<file path="config.mk">
export PLATFORM = sky130hd
export DESIGN_NAME = ctrl_sequencer_flat
export DESIGN_NICKNAME = d
export VERILOG_FILES = /design/src/rtl/ctrl_sequencer_pkg.sv /design/src/rtl/ctrl_sequencer_if.sv /design/src/rtl/ctrl_sequencer_decode.sv /design/src/rtl/ctrl_sequencer.sv /design/src/flat_wrapper.sv
export SDC_FILE = /design/constraint.sdc
export NUM_CORES = 1
export LEC_CHECK = 0
export CAP_MARGIN = 20
export CELL_PAD_IN_SITES_DETAIL_PLACEMENT = 1
export CELL_PAD_IN_SITES_GLOBAL_PLACEMENT = 1
export CORE_MARGIN = 4
export CORE_UTILIZATION = 19
export DETAILED_ROUTE_END_ITERATION = 12
export GPL_ROUTABILITY_DRIVEN = 0
export MAX_ROUTING_LAYER = met4
export PLACE_DENSITY_LB_ADDON = 0.1
export RECOVER_POWER = 100
export SETUP_SLACK_MARGIN = 0.15
export SKIP_LAST_GASP = 1
export SLEW_MARGIN = 15
export SYNTH_ARGS = -nofsm -noshare
export SYNTH_HDL_FRONTEND = slang
export SYNTH_SLANG_ARGS = --single-unit
</file>
<file path="constraint.sdc">
create_clock -name Clock -period 1.3 [get_ports Clock]
set_input_delay 0.195 -clock Clock [delete_from_list [all_inputs] [get_ports Clock]]
set_output_delay 0.195 -clock Clock [all_outputs]
set_load 0.005 [all_outputs]
</file>
<file path="src/rtl/ctrl_sequencer_pkg.sv">
// Package cpu_ctrl_pkg: shared definitions for the hardwired control sequencer.
//   - instruction-word geometry (IR_W, OPC_LSB, OPC_W)
//   - 5-bit opcode constants
//   - ALU function codes (alu_op_e)
//   - FSM state encoding (state_e: RST, T0..T7, HALT)
//   - decoded instruction classes (iclass_e)
//   - ctrl_t: bundle of every control strobe driven by the sequencer
package cpu_ctrl_pkg;

    localparam int unsigned IR_W    = 32;
    localparam int unsigned OPC_LSB = 27;
    localparam int unsigned OPC_W   = 5;

    localparam logic [OPC_W-1:0] OpcLd   = 5'b00000;
    localparam logic [OPC_W-1:0] OpcLdi  = 5'b00001;
    localparam logic [OPC_W-1:0] OpcSt   = 5'b00010;
    localparam logic [OPC_W-1:0] OpcAdd  = 5'b00011;
    localparam logic [OPC_W-1:0] OpcSub  = 5'b00100;
    localparam logic [OPC_W-1:0] OpcAnd  = 5'b00101;
    localparam logic [OPC_W-1:0] OpcOr   = 5'b00110;
    localparam logic [OPC_W-1:0] OpcAddi = 5'b01011;
    localparam logic [OPC_W-1:0] OpcAndi = 5'b01100;
    localparam logic [OPC_W-1:0] OpcOri  = 5'b01101;
    localparam logic [OPC_W-1:0] OpcBr   = 5'b10010;
    localparam logic [OPC_W-1:0] OpcJr   = 5'b10011;
    localparam logic [OPC_W-1:0] OpcNop  = 5'b11010;
    localparam logic [OPC_W-1:0] OpcHalt = 5'b11011;

    typedef enum logic [3:0] {
        AluAdd = 4'd0,
        AluSub = 4'd1,
        AluAnd = 4'd2,
        AluOr  = 4'd3
    } alu_op_e;

    typedef enum logic [3:0] {
        StRst, StT0, StT1, StT2, StT3, StT4, StT5, StT6, StT7, StHalt
    } state_e;

    typedef enum logic [3:0] {
        ClsReg,   // add/sub/and/or
        ClsImm,   // addi/andi/ori
        ClsLdi,
        ClsLd,
        ClsSt,
        ClsBr,
        ClsJr,
        ClsNop,   // nop and every unassigned opcode
        ClsHalt
    } iclass_e;

    typedef struct packed {
        logic pc_out;
        logic zhi_out;
        logic zlow_out;
        logic mdr_out;
        logic inport_out;
        logic c_out;
        logic ba_out;
        logic r_out;
        logic mar_in;
        logic z_in;
        logic pc_in;
        logic mdr_in;
        logic ir_in;
        logic y_in;
        logic outport_in;
        logic r_in;
        logic con_in;
        logic gra;
        logic grb;
        logic grc;
        logic inc_pc;
        logic read;
        logic write;
    } ctrl_t;

endpackage

</file>
<file path="src/rtl/ctrl_sequencer_if.sv">
// Interface ctrl_sequencer_if: control bus between the sequencer and the datapath.
//   IR, CON              datapath -> sequencer (instruction register, branch flag)
//   *out selects         sequencer -> datapath bus-drive selects
//   *in enables          sequencer -> datapath register load enables
//   Gra/Grb/Grc          register-field selects
//   IncPC/Read/Write     PC increment and memory strobes
//   alu_op               ALU function, meaningful only while Zin=1
//   Run                  1 while executing, 0 after halt (or while stopped)
// Modports: master = sequencer side, slave = datapath side.
interface ctrl_sequencer_if;
    import cpu_ctrl_pkg::*;

    logic [IR_W-1:0] IR;
    logic            CON;

    logic PCout, Zhiout, Zlowout, MDRout, InPortout, Cout, BAout, Rout;
    logic MARin, Zin, PCin, MDRin, IRin, Yin, OutPortin, Rin, CONIn;
    logic Gra, Grb, Grc, IncPC, Read, Write;
    logic [3:0] alu_op;
    logic Run;

    modport master (
        input  IR, CON,
        output PCout, Zhiout, Zlowout, MDRout, InPortout, Cout, BAout, Rout,
        output MARin, Zin, PCin, MDRin, IRin, Yin, OutPortin, Rin, CONIn,
        output Gra, Grb, Grc, IncPC, Read, Write, alu_op, Run
    );

    modport slave (
        output IR, CON,
        input  PCout, Zhiout, Zlowout, MDRout, InPortout, Cout, BAout, Rout,
        input  MARin, Zin, PCin, MDRin, IRin, Yin, OutPortin, Rin, CONIn,
        input  Gra, Grb, Grc, IncPC, Read, Write, alu_op, Run
    );

endinterface

</file>
<file path="src/rtl/ctrl_sequencer_decode.sv">
// Module ctrl_decode: combinational opcode decoder.
//   opcode_i  5-bit opcode field IR[31:27]
//   iclass_o  instruction class steering the execute steps
//   alu_op_o  ALU function used in the T4 Zin step (ADD for address/branch arithmetic)
// Unassigned opcodes decode as nop.
module ctrl_decode
    import cpu_ctrl_pkg::*;
(
    input  logic [OPC_W-1:0] opcode_i,
    output iclass_e          iclass_o,
    output alu_op_e          alu_op_o
);

    always_comb begin
        iclass_o = ClsNop;
        alu_op_o = AluAdd;
        case (opcode_i)
            OpcLd:   iclass_o = ClsLd;
            OpcLdi:  iclass_o = ClsLdi;
            OpcSt:   iclass_o = ClsSt;
            OpcAdd:  iclass_o = ClsReg;
            OpcSub:  begin iclass_o = ClsReg; alu_op_o = AluSub; end
            OpcAnd:  begin iclass_o = ClsReg; alu_op_o = AluAnd; end
            OpcOr:   begin iclass_o = ClsReg; alu_op_o = AluOr;  end
            OpcAddi: iclass_o = ClsImm;
            OpcAndi: begin iclass_o = ClsImm; alu_op_o = AluAnd; end
            OpcOri:  begin iclass_o = ClsImm; alu_op_o = AluOr;  end
            OpcBr:   iclass_o = ClsBr;
            OpcJr:   iclass_o = ClsJr;
            OpcHalt: iclass_o = ClsHalt;
            default: iclass_o = ClsNop;
        endcase
    end

endmodule

</file>
<file path="src/rtl/ctrl_sequencer.sv">
// Module ctrl_sequencer: hardwired control unit.
// Runs a 3-step fetch (T0..T2) then an opcode-specific execute (T3..T7) and
// drives the datapath strobes as Moore outputs of the registered step.
// Ports:
//   Clock  system clock, rising edge
//   Clear  synchronous active-high reset (state -> RST, all strobes 0, Run=1)
//   Stop   (only with CTRL_STOP_EN) parks the FSM in T0 while high
//   bus    ctrl_sequencer_if.master: IR/CON in, all control strobes out
// Build option: define CTRL_STOP_EN to add the Stop input.
module ctrl_sequencer
    import cpu_ctrl_pkg::*;
(
    input  logic Clock,
    input  logic Clear,
`ifdef CTRL_STOP_EN
    input  logic Stop,
`endif
    ctrl_sequencer_if.master bus
);

    state_e  state_q, state_d;
    iclass_e iclass;
    alu_op_e dec_alu_op;
    ctrl_t   ctl;
    alu_op_e alu_op;
    logic    run;
    logic    stop_req;
    logic    stopped;

    ctrl_decode u_decode (
        .opcode_i (bus.IR[OPC_LSB+OPC_W-1:OPC_LSB]),
        .iclass_o (iclass),
        .alu_op_o (dec_alu_op)
    );

    // Operand fields are consumed by the datapath, not here.
    logic unused_ir;
    assign unused_ir = ^bus.IR[OPC_LSB-1:0];

`ifdef CTRL_STOP_EN
    logic hold_q, hold_d;

    // Stop is only honoured at the end of T0; hold_q marks a parked T0 with
    // strobes suppressed. When Stop drops, T0 is replayed once with its strobes.
    assign stop_req = Stop;
    assign hold_d   = (state_q == StT0) && Stop;

    always_ff @(posedge Clock) begin
        if (Clear) hold_q <= 1'b0;
        else       hold_q <= hold_d;
    end

    assign stopped = hold_q;
`else
    assign stop_req = 1'b0;
    assign stopped  = 1'b0;
`endif

    always_ff @(posedge Clock) begin
        if (Clear) state_q <= StRst;
        else       state_q <= state_d;
    end

    always_comb begin
        state_d = state_q;
        unique case (state_q)
            StRst: state_d = StT0;
            StT0:  state_d = (stop_req || stopped) ? StT0 : StT1;
            StT1:  state_d = StT2;
            StT2:  state_d = StT3;
            StT3: begin
                case (iclass)
                    ClsJr, ClsNop: state_d = StT0;
                    ClsHalt:       state_d = StHalt;
                    default:       state_d = StT4;
                endcase
            end
            StT4:  state_d = StT5;
            StT5: begin
                case (iclass)
                    ClsLd, ClsSt, ClsBr: state_d = StT6;
                    default:             state_d = StT0;
                endcase
            end
            StT6: begin
                case (iclass)
                    ClsLd, ClsSt: state_d = StT7;
                    default:      state_d = StT0;
                endcase
            end
            StT7:   state_d = StT0;
            StHalt: state_d = StHalt;
            default: state_d = StRst;
        endcase
    end

    always_comb begin
        ctl    = '0;
        alu_op = AluAdd;
        run    = 1'b1;
        unique case (state_q)
            StRst: ;
            StT0: begin
                if (stopped) begin
                    run = 1'b0;
                end else begin
                    ctl.pc_out = 1'b1; ctl.mar_in = 1'b1; ctl.inc_pc = 1'b1; ctl.z_in = 1'b1;
                end
            end
            StT1: begin
                ctl.zlow_out = 1'b1; ctl.pc_in = 1'b1; ctl.read = 1'b1; ctl.mdr_in = 1'b1;
            end
            StT2: begin
                ctl.mdr_out = 1'b1; ctl.ir_in = 1'b1;
            end
            StT3: begin
                case (iclass)
                    ClsReg, ClsImm: begin
                        ctl.grb = 1'b1; ctl.r_out = 1'b1; ctl.y_in = 1'b1;
                    end
                    ClsLdi, ClsLd, ClsSt: begin
                        ctl.grb = 1'b1; ctl.ba_out = 1'b1; ctl.y_in = 1'b1;
                    end
                    ClsBr: begin
                        ctl.gra = 1'b1; ctl.r_out = 1'b1; ctl.con_in = 1'b1;
                    end
                    ClsJr: begin
                        ctl.gra = 1'b1; ctl.r_out = 1'b1; ctl.pc_in = 1'b1;
                    end
                    default: ;
                endcase
            end
            StT4: begin
                case (iclass)
                    ClsReg: begin
                        ctl.grc = 1'b1; ctl.r_out = 1'b1; ctl.z_in = 1'b1; alu_op = dec_alu_op;
                    end
                    ClsImm, ClsLdi, ClsLd, ClsSt: begin
                        ctl.c_out = 1'b1; ctl.z_in = 1'b1; alu_op = dec_alu_op;
                    end
                    ClsBr: begin
                        ctl.pc_out = 1'b1; ctl.y_in = 1'b1;
                    end
                    default: ;
                endcase
            end
            StT5: begin
                case (iclass)
                    ClsReg, ClsImm, ClsLdi: begin
                        ctl.zlow_out = 1'b1; ctl.gra = 1'b1; ctl.r_in = 1'b1;
                    end
                    ClsLd, ClsSt: begin
                        ctl.zlow_out = 1'b1; ctl.mar_in = 1'b1;
                    end
                    ClsBr: begin
                        ctl.c_out = 1'b1; ctl.z_in = 1'b1;
                    end
                    default: ;
                endcase
            end
            StT6: begin
                case (iclass)
                    ClsLd: begin
                        ctl.read = 1'b1; ctl.mdr_in = 1'b1;
                    end
                    ClsSt: begin
                        ctl.gra = 1'b1; ctl.r_out = 1'b1; ctl.mdr_in = 1'b1;
                    end
                    ClsBr: begin
                        // Taken branch loads the target computed in T5.
                        ctl.zlow_out = bus.CON; ctl.pc_in = bus.CON;
                    end
                    default: ;
                endcase
            end
            StT7: begin
                case (iclass)
                    ClsLd: begin
                        ctl.mdr_out = 1'b1; ctl.gra = 1'b1; ctl.r_in = 1'b1;
                    end
                    ClsSt: ctl.write = 1'b1;
                    default: ;
                endcase
            end
            StHalt: run = 1'b0;
            default: ;
        endcase
    end

    assign bus.PCout     = ctl.pc_out;
    assign bus.Zhiout    = ctl.zhi_out;
    assign bus.Zlowout   = ctl.zlow_out;
    assign bus.MDRout    = ctl.mdr_out;
    assign bus.InPortout = ctl.inport_out;
    assign bus.Cout      = ctl.c_out;
    assign bus.BAout     = ctl.ba_out;
    assign bus.Rout      = ctl.r_out;
    assign bus.MARin     = ctl.mar_in;
    assign bus.Zin       = ctl.z_in;
    assign bus.PCin      = ctl.pc_in;
    assign bus.MDRin     = ctl.mdr_in;
    assign bus.IRin      = ctl.ir_in;
    assign bus.Yin       = ctl.y_in;
    assign bus.OutPortin = ctl.outport_in;
    assign bus.Rin       = ctl.r_in;
    assign bus.CONIn     = ctl.con_in;
    assign bus.Gra       = ctl.gra;
    assign bus.Grb       = ctl.grb;
    assign bus.Grc       = ctl.grc;
    assign bus.IncPC     = ctl.inc_pc;
    assign bus.Read      = ctl.read;
    assign bus.Write     = ctl.write;
    assign bus.alu_op    = alu_op;
    assign bus.Run       = run;

    bus_drive_onehot: assert property (@(posedge Clock)
        $onehot0({ctl.pc_out, ctl.zhi_out, ctl.zlow_out, ctl.mdr_out,
                  ctl.inport_out, ctl.c_out, ctl.ba_out, ctl.r_out}));

endmodule

</file>
<file path="src/flat_wrapper.sv">
// flat-port wrapper written by rule: the top's interface ports become plain ports
module ctrl_sequencer_flat import cpu_ctrl_pkg::*;
  (Clock, Clear, bus_IR, bus_CON, bus_PCout, bus_Zhiout, bus_Zlowout, bus_MDRout, bus_InPortout, bus_Cout, bus_BAout, bus_Rout, bus_MARin, bus_Zin, bus_PCin, bus_MDRin, bus_IRin, bus_Yin, bus_OutPortin, bus_Rin, bus_CONIn, bus_Gra, bus_Grb, bus_Grc, bus_IncPC, bus_Read, bus_Write, bus_alu_op, bus_Run);
  ctrl_sequencer_if bus_i ();
  input  logic Clock;
  input  logic Clear;
  input wire logic [$bits(bus_i.IR)-1:0] bus_IR;
  input wire logic [$bits(bus_i.CON)-1:0] bus_CON;
  output wire logic [$bits(bus_i.PCout)-1:0] bus_PCout;
  output wire logic [$bits(bus_i.Zhiout)-1:0] bus_Zhiout;
  output wire logic [$bits(bus_i.Zlowout)-1:0] bus_Zlowout;
  output wire logic [$bits(bus_i.MDRout)-1:0] bus_MDRout;
  output wire logic [$bits(bus_i.InPortout)-1:0] bus_InPortout;
  output wire logic [$bits(bus_i.Cout)-1:0] bus_Cout;
  output wire logic [$bits(bus_i.BAout)-1:0] bus_BAout;
  output wire logic [$bits(bus_i.Rout)-1:0] bus_Rout;
  output wire logic [$bits(bus_i.MARin)-1:0] bus_MARin;
  output wire logic [$bits(bus_i.Zin)-1:0] bus_Zin;
  output wire logic [$bits(bus_i.PCin)-1:0] bus_PCin;
  output wire logic [$bits(bus_i.MDRin)-1:0] bus_MDRin;
  output wire logic [$bits(bus_i.IRin)-1:0] bus_IRin;
  output wire logic [$bits(bus_i.Yin)-1:0] bus_Yin;
  output wire logic [$bits(bus_i.OutPortin)-1:0] bus_OutPortin;
  output wire logic [$bits(bus_i.Rin)-1:0] bus_Rin;
  output wire logic [$bits(bus_i.CONIn)-1:0] bus_CONIn;
  output wire logic [$bits(bus_i.Gra)-1:0] bus_Gra;
  output wire logic [$bits(bus_i.Grb)-1:0] bus_Grb;
  output wire logic [$bits(bus_i.Grc)-1:0] bus_Grc;
  output wire logic [$bits(bus_i.IncPC)-1:0] bus_IncPC;
  output wire logic [$bits(bus_i.Read)-1:0] bus_Read;
  output wire logic [$bits(bus_i.Write)-1:0] bus_Write;
  output wire logic [$bits(bus_i.alu_op)-1:0] bus_alu_op;
  output wire logic [$bits(bus_i.Run)-1:0] bus_Run;
  assign bus_i.IR = bus_IR;
  assign bus_i.CON = bus_CON;
  assign bus_PCout = bus_i.PCout;
  assign bus_Zhiout = bus_i.Zhiout;
  assign bus_Zlowout = bus_i.Zlowout;
  assign bus_MDRout = bus_i.MDRout;
  assign bus_InPortout = bus_i.InPortout;
  assign bus_Cout = bus_i.Cout;
  assign bus_BAout = bus_i.BAout;
  assign bus_Rout = bus_i.Rout;
  assign bus_MARin = bus_i.MARin;
  assign bus_Zin = bus_i.Zin;
  assign bus_PCin = bus_i.PCin;
  assign bus_MDRin = bus_i.MDRin;
  assign bus_IRin = bus_i.IRin;
  assign bus_Yin = bus_i.Yin;
  assign bus_OutPortin = bus_i.OutPortin;
  assign bus_Rin = bus_i.Rin;
  assign bus_CONIn = bus_i.CONIn;
  assign bus_Gra = bus_i.Gra;
  assign bus_Grb = bus_i.Grb;
  assign bus_Grc = bus_i.Grc;
  assign bus_IncPC = bus_i.IncPC;
  assign bus_Read = bus_i.Read;
  assign bus_Write = bus_i.Write;
  assign bus_alu_op = bus_i.alu_op;
  assign bus_Run = bus_i.Run;
  ctrl_sequencer u_core (.Clock(Clock), .Clear(Clear), .bus(bus_i));
endmodule
</file>
==> impl_metrics.json, run 1 <==
{
  "run_status": "finished with violations",
  "violations": "setup timing",
  "timing.critical_path.fanout_max": 3,
  "syn2layout_area_growth_pct": 164,
  "ctsRootBufferMaster": "sky130_fd_sc_hd__clkbuf_8",
  "pwr_density_cell_nw_per_um2": 451,
  "first_global_vias": 1573,
  "synthCells": 125,
  "dp.final_hpwl_mm": 3.07,
  "grt_antenna_before_repair": 0,
  "detailroute.via_count": 1436,
  "post_synth_instance_area_um2": 827,
  "timing.hold.worst.class": "input port to flip-flop",
  "grt_max_degree": 14,
  "place.port_buffers": 30,
  "placement.setup.worst_slack_ns": -1.10,
  "finalHoldWorstSlack_ns": 0.586,
  "startpoint_type_of_the_worst_setup_path": "flip-flop",
  "largest_vdd_supply_drop_mv": 0.305,
  "fmax_mhz": 512,
  "crit_path_end_kind": "primary output",
  "worstSkewPairLatency_ns": 0.22,
  "drive_gt1_share_pct": 76.9,
  "viasPerCell": 5.06,
  "timing.critical_path.cells": "buf_6 > buf_6 > and4bb_2 > o2111a_1 > or3_1 > buf_2",
  "rsz0062_at_grt": "yes",
  "routed_wire_length_per_instance_um": 20.1,
  "grtUsageTotal_pct": 21.2,
  "static-leakage-power_nw": 1.02,
  "fp.dieH_um": 74.0,
  "fin_setup_tns_ns": -12.27,
  "synth_cell_types": 47,
  "ys_async_rst_share_pct": 0,
  "critPathKind": "flip-flop to primary output",
  "core_box_area_um2": 4120,
  "slew_viol_final": 0,
  "floorplan.die_area_um2": 5470,
  "core.rowCount": 23,
  "largest_register_ff_count": 4,
  "synth_seq_area_share_pct": 9.68,
  "antenna-diode-count": 0,
  "worst_ep_arrival_time_ns": 1.76,
  "setup_ws_ns": -0.654,
  "layout_min_cycle_time_ns": 1.95,
  "biggestRegsByFlops": "u_core.state_q: 4 flops",
  "worstPathRequired_ns": 1.11,
  "critPathMostFrequentCell": "sky130_fd_sc_hd__buf_6",
  "synth-seq-cells": 4,
  "critPathSlowestCell": "sky130_fd_sc_hd__dfxtp_4",
  "final_non_filler_cell_total": 284,
  "hold_start": "bus_IR[30]",
  "cts.htree.levels": 1,
  "initial_utilization_pct": 20.1,
  "post_route_drc_violation_count": 0,
  "first_pass_iters": 4,
  "post-route-period-util_pct": 150,
  "cts_tree": "done",
  "yosysWarningCount": 0,
  "crit_start": "u_core.state_q[0]$_SDFF_PP0_",
  "first_pass_grt_wire_length_mm": 8.30,
  "r2r_start": "u_core.state_q[0]$_SDFF_PP0_",
  "cpPeakStageDelay_ns": 0.35,
  "largest-register": "u_core.state_q",
  "cts-hold-fix-buffers": 0,
  "clk_slew_on_worst_s_h_paths_ns": 0.03,
  "clkSinkCount": 4,
  "die_w_um": 74.0,
  "cts-buffers-inserted": 3,
  "drt-total-wl_mm": 5.70,
  "finalHoldViolations": 0,
  "fin_nets": 271,
  "cts.path.max_buffers": 2,
  "antenna_left": 0,
  "io_pins": 63,
  "first_iter_violations": 55,
  "setup_viol": 27,
  "synthesis.area_per_instance_um2": 6.62,
  "number_of_enable_flip_flop_cells_after_synthesis": 0,
  "clock-skew-final_ns": 0.00337,
  "dp.cells": 242,
  "grt_remaining_overflow": 0,
  "timing.max_cap.violations": 0,
  "postSynth.topFlopCell": "sky130_fd_sc_hd__dfxtp_1"
}
==> repair_timing <==
action | in CTS | in global routing
endpoints found under the setup margin | 27 | 27
hold endpoints to repair | 0 | 0
pin swaps | 32 | 13
buffers inserted | 30 | 9
gates resized for setup | 188 | 22
==> Yosys cell counts (all sizes together), types with 2 or more instances <==
library cell   n  area share, %
nor2          15            6.8
nand2         14            6.4
buf           13             10
o21ai          9            5.4
nor3           7            5.6
a21oi          6            3.6
nor2b          5            3.8
dfxtp          4            9.7
nand2b         4            3.0
nand3          4            2.4
a211oi         3            3.3
inv            3            1.4
nor3b          3            2.7
nor4           3            4.1
or3            3            2.9
and2           2            1.5
and4bb         2            3.0
clkbuf         2           0.91
o22ai          2            1.5
or2            2            1.5
==> critical path: cells and delay by family (launching register included) <==
kind / cells / cell delay, ns
simple gates: 2 / 0.57
buf+inv: 3 / 0.36
flops: 1 / 0.35
compound gates: 1 / 0.24
==> cell type report <==
| type | instances | area, um2 |
|---|---|---|
| fillers | 488 | 1930 |
| multi-input cells | 107 | 1000 |
| repair buffers | 117 | 975 |
| flip-flops and latches | 4 | 95.1 |
| well taps | 50 | 62.6 |
| clock buffers | 3 | 41.3 |
| inverters | 3 | 11.3 |
==> worst paths after layout <==
check	depth (start not counted)	slack, ns	to
max reg2reg	10	-0.46	u_core.state_q[1]$_SDFF_PP0_
min	6	0.59	u_core.state_q[2]$_SDFF_PP0_
max	6	-0.65	bus_Rout
min reg2reg	3	0.79	u_core.state_q[0]$_SDFF_PP0_
==> cells by family (layout without fill, tap and decap cells) <==
family                    count (synthesis)  count (layout)  synth area share [%]
and+or+nand+nor                          68              68                  48.4
AOI/OAI and AO/OA                        30              30                  24.1
buffers and inverters                    18             123                  12.7
DFF                                       4               4                  9.68
xor gates and xnor gates                  2               2                  2.12
muxes                                     2               2                  2.57
other                                     1               5                 0.453
==> through the flow <==
stage	area, um2	power, W	utilization (%)
finish	2190	0.000987	53.1
global route	2190	0.00104	53.1
CTS	2000	0.000885	48.7
detailed placement	1530	0.000500	37.1
global placement	1530	0.000495	37.1
floorplan	921	0.000317	-
==> power by group <==
| part | switching [W] | internal (W) | leakage, nW |
|---|---|---|---|
| clock | 0.0000724 | 0.000198 | 0.0216 |
| sequential | 0.0000120 | 0.000126 | 0.0355 |
| combinational | 0.000269 | 0.000310 | 0.965 |
==> metal layers <==
metal | global-route usage (%) | wire, um
met4 | 7.85 | 99
met2 | 39.2 | 3170
met5 | - | 0
met1 | 22.8 | 2240
met3 | 2.70 | 190
==> placed cells by master (no fill, tap or decap), drive strengths merged, types with 2 or more instances in the layout <==
cell,instances
conb,5
nand2b,4
nor3b,3
nor4,3
clkdlybuf4s15,2
clkdlybuf4s50,2
nor2,15
or2,2
buf,113
dfxtp,4
nor3,7
o22ai,2
clkbuf,3
nand3,4
and4bb,2
o21ai,9
nor2b,5
a211oi,3
inv,3
a21oi,6
and2,2
nand2,14
or3,3
No activity file was read; power rests on OpenSTA's default activity.
==> run 2, diff against run 1 <==
--- a/config.mk
+++ b/config.mk
@@ -15,6 +15,7 @@
 export MAX_ROUTING_LAYER = met4
 export PLACE_DENSITY_LB_ADDON = 0.1
 export RECOVER_POWER = 100
+export REMOVE_ABC_BUFFERS = 1
 export SETUP_SLACK_MARGIN = 0.15
 export SKIP_LAST_GASP = 1
 export SLEW_MARGIN = 15
==> impl_metrics.json, run 2 (synthesis gave the netlist of run 1 again) <==
{
  "run_status": "finished with violations",
  "violations": "setup timing",
  "crit_path_end_kind": "primary output",
  "io_pins": 63,
  "first_pass_iters": 4,
  "die_w_um": 74.0,
  "fin_nets": 266,
  "clock-skew-final_ns": 0.00595,
  "final_core_util_pct": 52.4,
  "timing.max_cap.violations": 0,
  "clkSinkCount": 4,
  "drive_gt1_share_pct": 75.5,
  "critPathKind": "flip-flop to primary output",
  "first_global_vias": 1475,
  "p_seq_share_pct": 15.0,
  "cts.htree.levels": 1,
  "worstSkewPairLatency_ns": 0.22,
  "worstPathRequired_ns": 1.11,
  "first_pass_grt_wire_length_mm": 7.40,
  "startpoint_type_of_the_worst_setup_path": "flip-flop",
  "cts.path.max_buffers": 2,
  "floorplan.die_area_um2": 5470,
  "grt_remaining_overflow": 0,
  "largest_vdd_supply_drop_mv": 0.406,
  "first_iter_violations": 55,
  "timing.critical_path.fanout_max": 5,
  "slew_viol_final": 0,
  "ctsRootBufferMaster": "sky130_fd_sc_hd__clkbuf_8",
  "post-route-period-util_pct": 146,
  "fp.dieH_um": 74.0,
  "cts-buffers-inserted": 3,
  "layout_min_cycle_time_ns": 1.90,
  "dp.cells": 242,
  "worst_ep_arrival_time_ns": 1.71,
  "net-switching-power_w": 0.000339,
  "post_route_drc_violation_count": 0,
  "setup_ws_ns": -0.604,
  "largest-register": "u_core.state_q",
  "power.share.clock_pct": 28.4,
  "antenna_left": 0,
  "static-leakage-power_nw": 1.02,
  "internal-power_w": 0.000606,
  "final_cell_mix": "sky130_fd_sc_hd__buf_4 (50), sky130_fd_sc_hd__buf_6 (37), sky130_fd_sc_hd__buf_2 (16)",
  "setup_viol": 26,
  "detailroute.via_count": 1395,
  "grtUsageTotal_pct": 17.8,
  "fmax_mhz": 525,
  "antenna-diode-count": 0,
  "dp.final_hpwl_mm": 3.03,
  "viasPerCell": 5.00,
  "pwr_density_cell_nw_per_um2": 438,
  "place.port_buffers": 30,
  "drt-total-wl_mm": 5.66,
  "biggestRegsByFlops": "u_core.state_q: 4 flops",
  "timing.hold.worst.class": "input port to flip-flop",
  "routed_wire_length_per_instance_um": 20.3,
  "syn2layout_area_growth_pct": 161,
  "largest_register_ff_count": 4,
  "grt_antenna_before_repair": 0,
  "finalHoldViolations": 0,
  "grt_max_degree": 13,
  "clk_slew_on_worst_s_h_paths_ns": 0.04,
  "pwr-share-comb_pct": 56.6,
  "cts-hold-fix-buffers": 0,
  "final_non_filler_cell_total": 279,
  "core.rowCount": 23,
  "core_box_area_um2": 4120,
  "most_common_library_cell_in_the_layout_ignoring_fill_and_taps": "sky130_fd_sc_hd__buf_4",
  "swShare_pct": 35.9,
  "rsz0062_at_grt": "yes",
  "cts_tree": "done",
  "initial_utilization_pct": 20.1
}
run 2: path summary, 6_finish.rpt:
| kind | from | endpoint | slack [ns] | cells after the start |
|---|---|---|---|---|
| worst max-delay path | u_core.state_q[0]$_SDFF_PP0_ | bus_Rout | -0.60 | 5 |
| worst max register to register | u_core.state_q[2]$_SDFF_PP0_ | u_core.state_q[3]$_SDFF_PP0_ | -0.22 | 8 |
| worst min-delay path | bus_IR[31] | u_core.state_q[2]$_SDFF_PP0_ | 0.54 | 4 |
| worst min register to register | u_core.state_q[0]$_SDFF_PP0_ | u_core.state_q[0]$_SDFF_PP0_ | 0.63 | 2 |
run 2: through the flow:
stage | power (W) | hold WS (ns) | area (um2) | setup slack, ns | TNS (ns)
final | 0.000945 | 0.539 | 2160 | -0.604 | -10.13
after global routing | 0.000992 | 0.563 | 2160 | -0.633 | -11.45
after CTS | 0.000832 | 0.537 | 1870 | -0.642 | -9.57
after detailed placement | 0.000489 | 0.672 | 1470 | -1.15 | -24.11
after global placement | 0.000485 | 0.655 | 1470 | -1.08 | -23.35
after floorplan | 0.000257 | 0.260 | 748 | -0.274 | -1.27
run 2: power by group through the flow:
| stage | Clock [W] | Combinational, W | Sequential [W] |
|---|---|---|---|
| finish | 0.000268 | 0.000534 | 0.000142 |
| global route | 0.000285 | 0.000564 | 0.000143 |
| CTS | 0.000272 | 0.000421 | 0.000139 |
| detailed placement | 0 | 0.000350 | 0.000139 |
| global placement | 0 | 0.000346 | 0.000139 |
| floorplan | 0 | 0.000112 | 0.000145 |
run 2: per-layer routing:
layer | GRT usage, % | vias up | share of wire [%]
met2 | 32.2 | 43 | 52
met1 | 21.2 | 685 | 40
met4 | 2.62 | 0 | 4.0
met3 | 2.43 | 17 | 4.2
li1 | - | 650 | -
met5 | - | - | 0
run 2: timing repair:
action / CTS / global route
gates resized for setup: 173 / 51
hold endpoints to repair: 0 / 0
pin swaps: 19 / 19
endpoints found under the setup margin: 27 / 27
buffers inserted: 20 / 14
run 2: cell type report:
class                           count  area (um2)
Fill cell                         487        1960
Multi-Input combinational cell    107         987
Timing Repair Buffer              112         963
Sequential cell                     4        90.1
Tap cell                           50        62.6
Clock buffer                        3        41.3
Inverter                            3        11.3
run 2: worst max-delay path, cell delays in order (launching register included):
cell                       delay, ns
sky130_fd_sc_hd__dfxtp_4        0.35
sky130_fd_sc_hd__buf_6          0.14
sky130_fd_sc_hd__and4bb_2       0.23
sky130_fd_sc_hd__o2111a_1       0.25
sky130_fd_sc_hd__or3_4          0.40
sky130_fd_sc_hd__buf_6          0.13
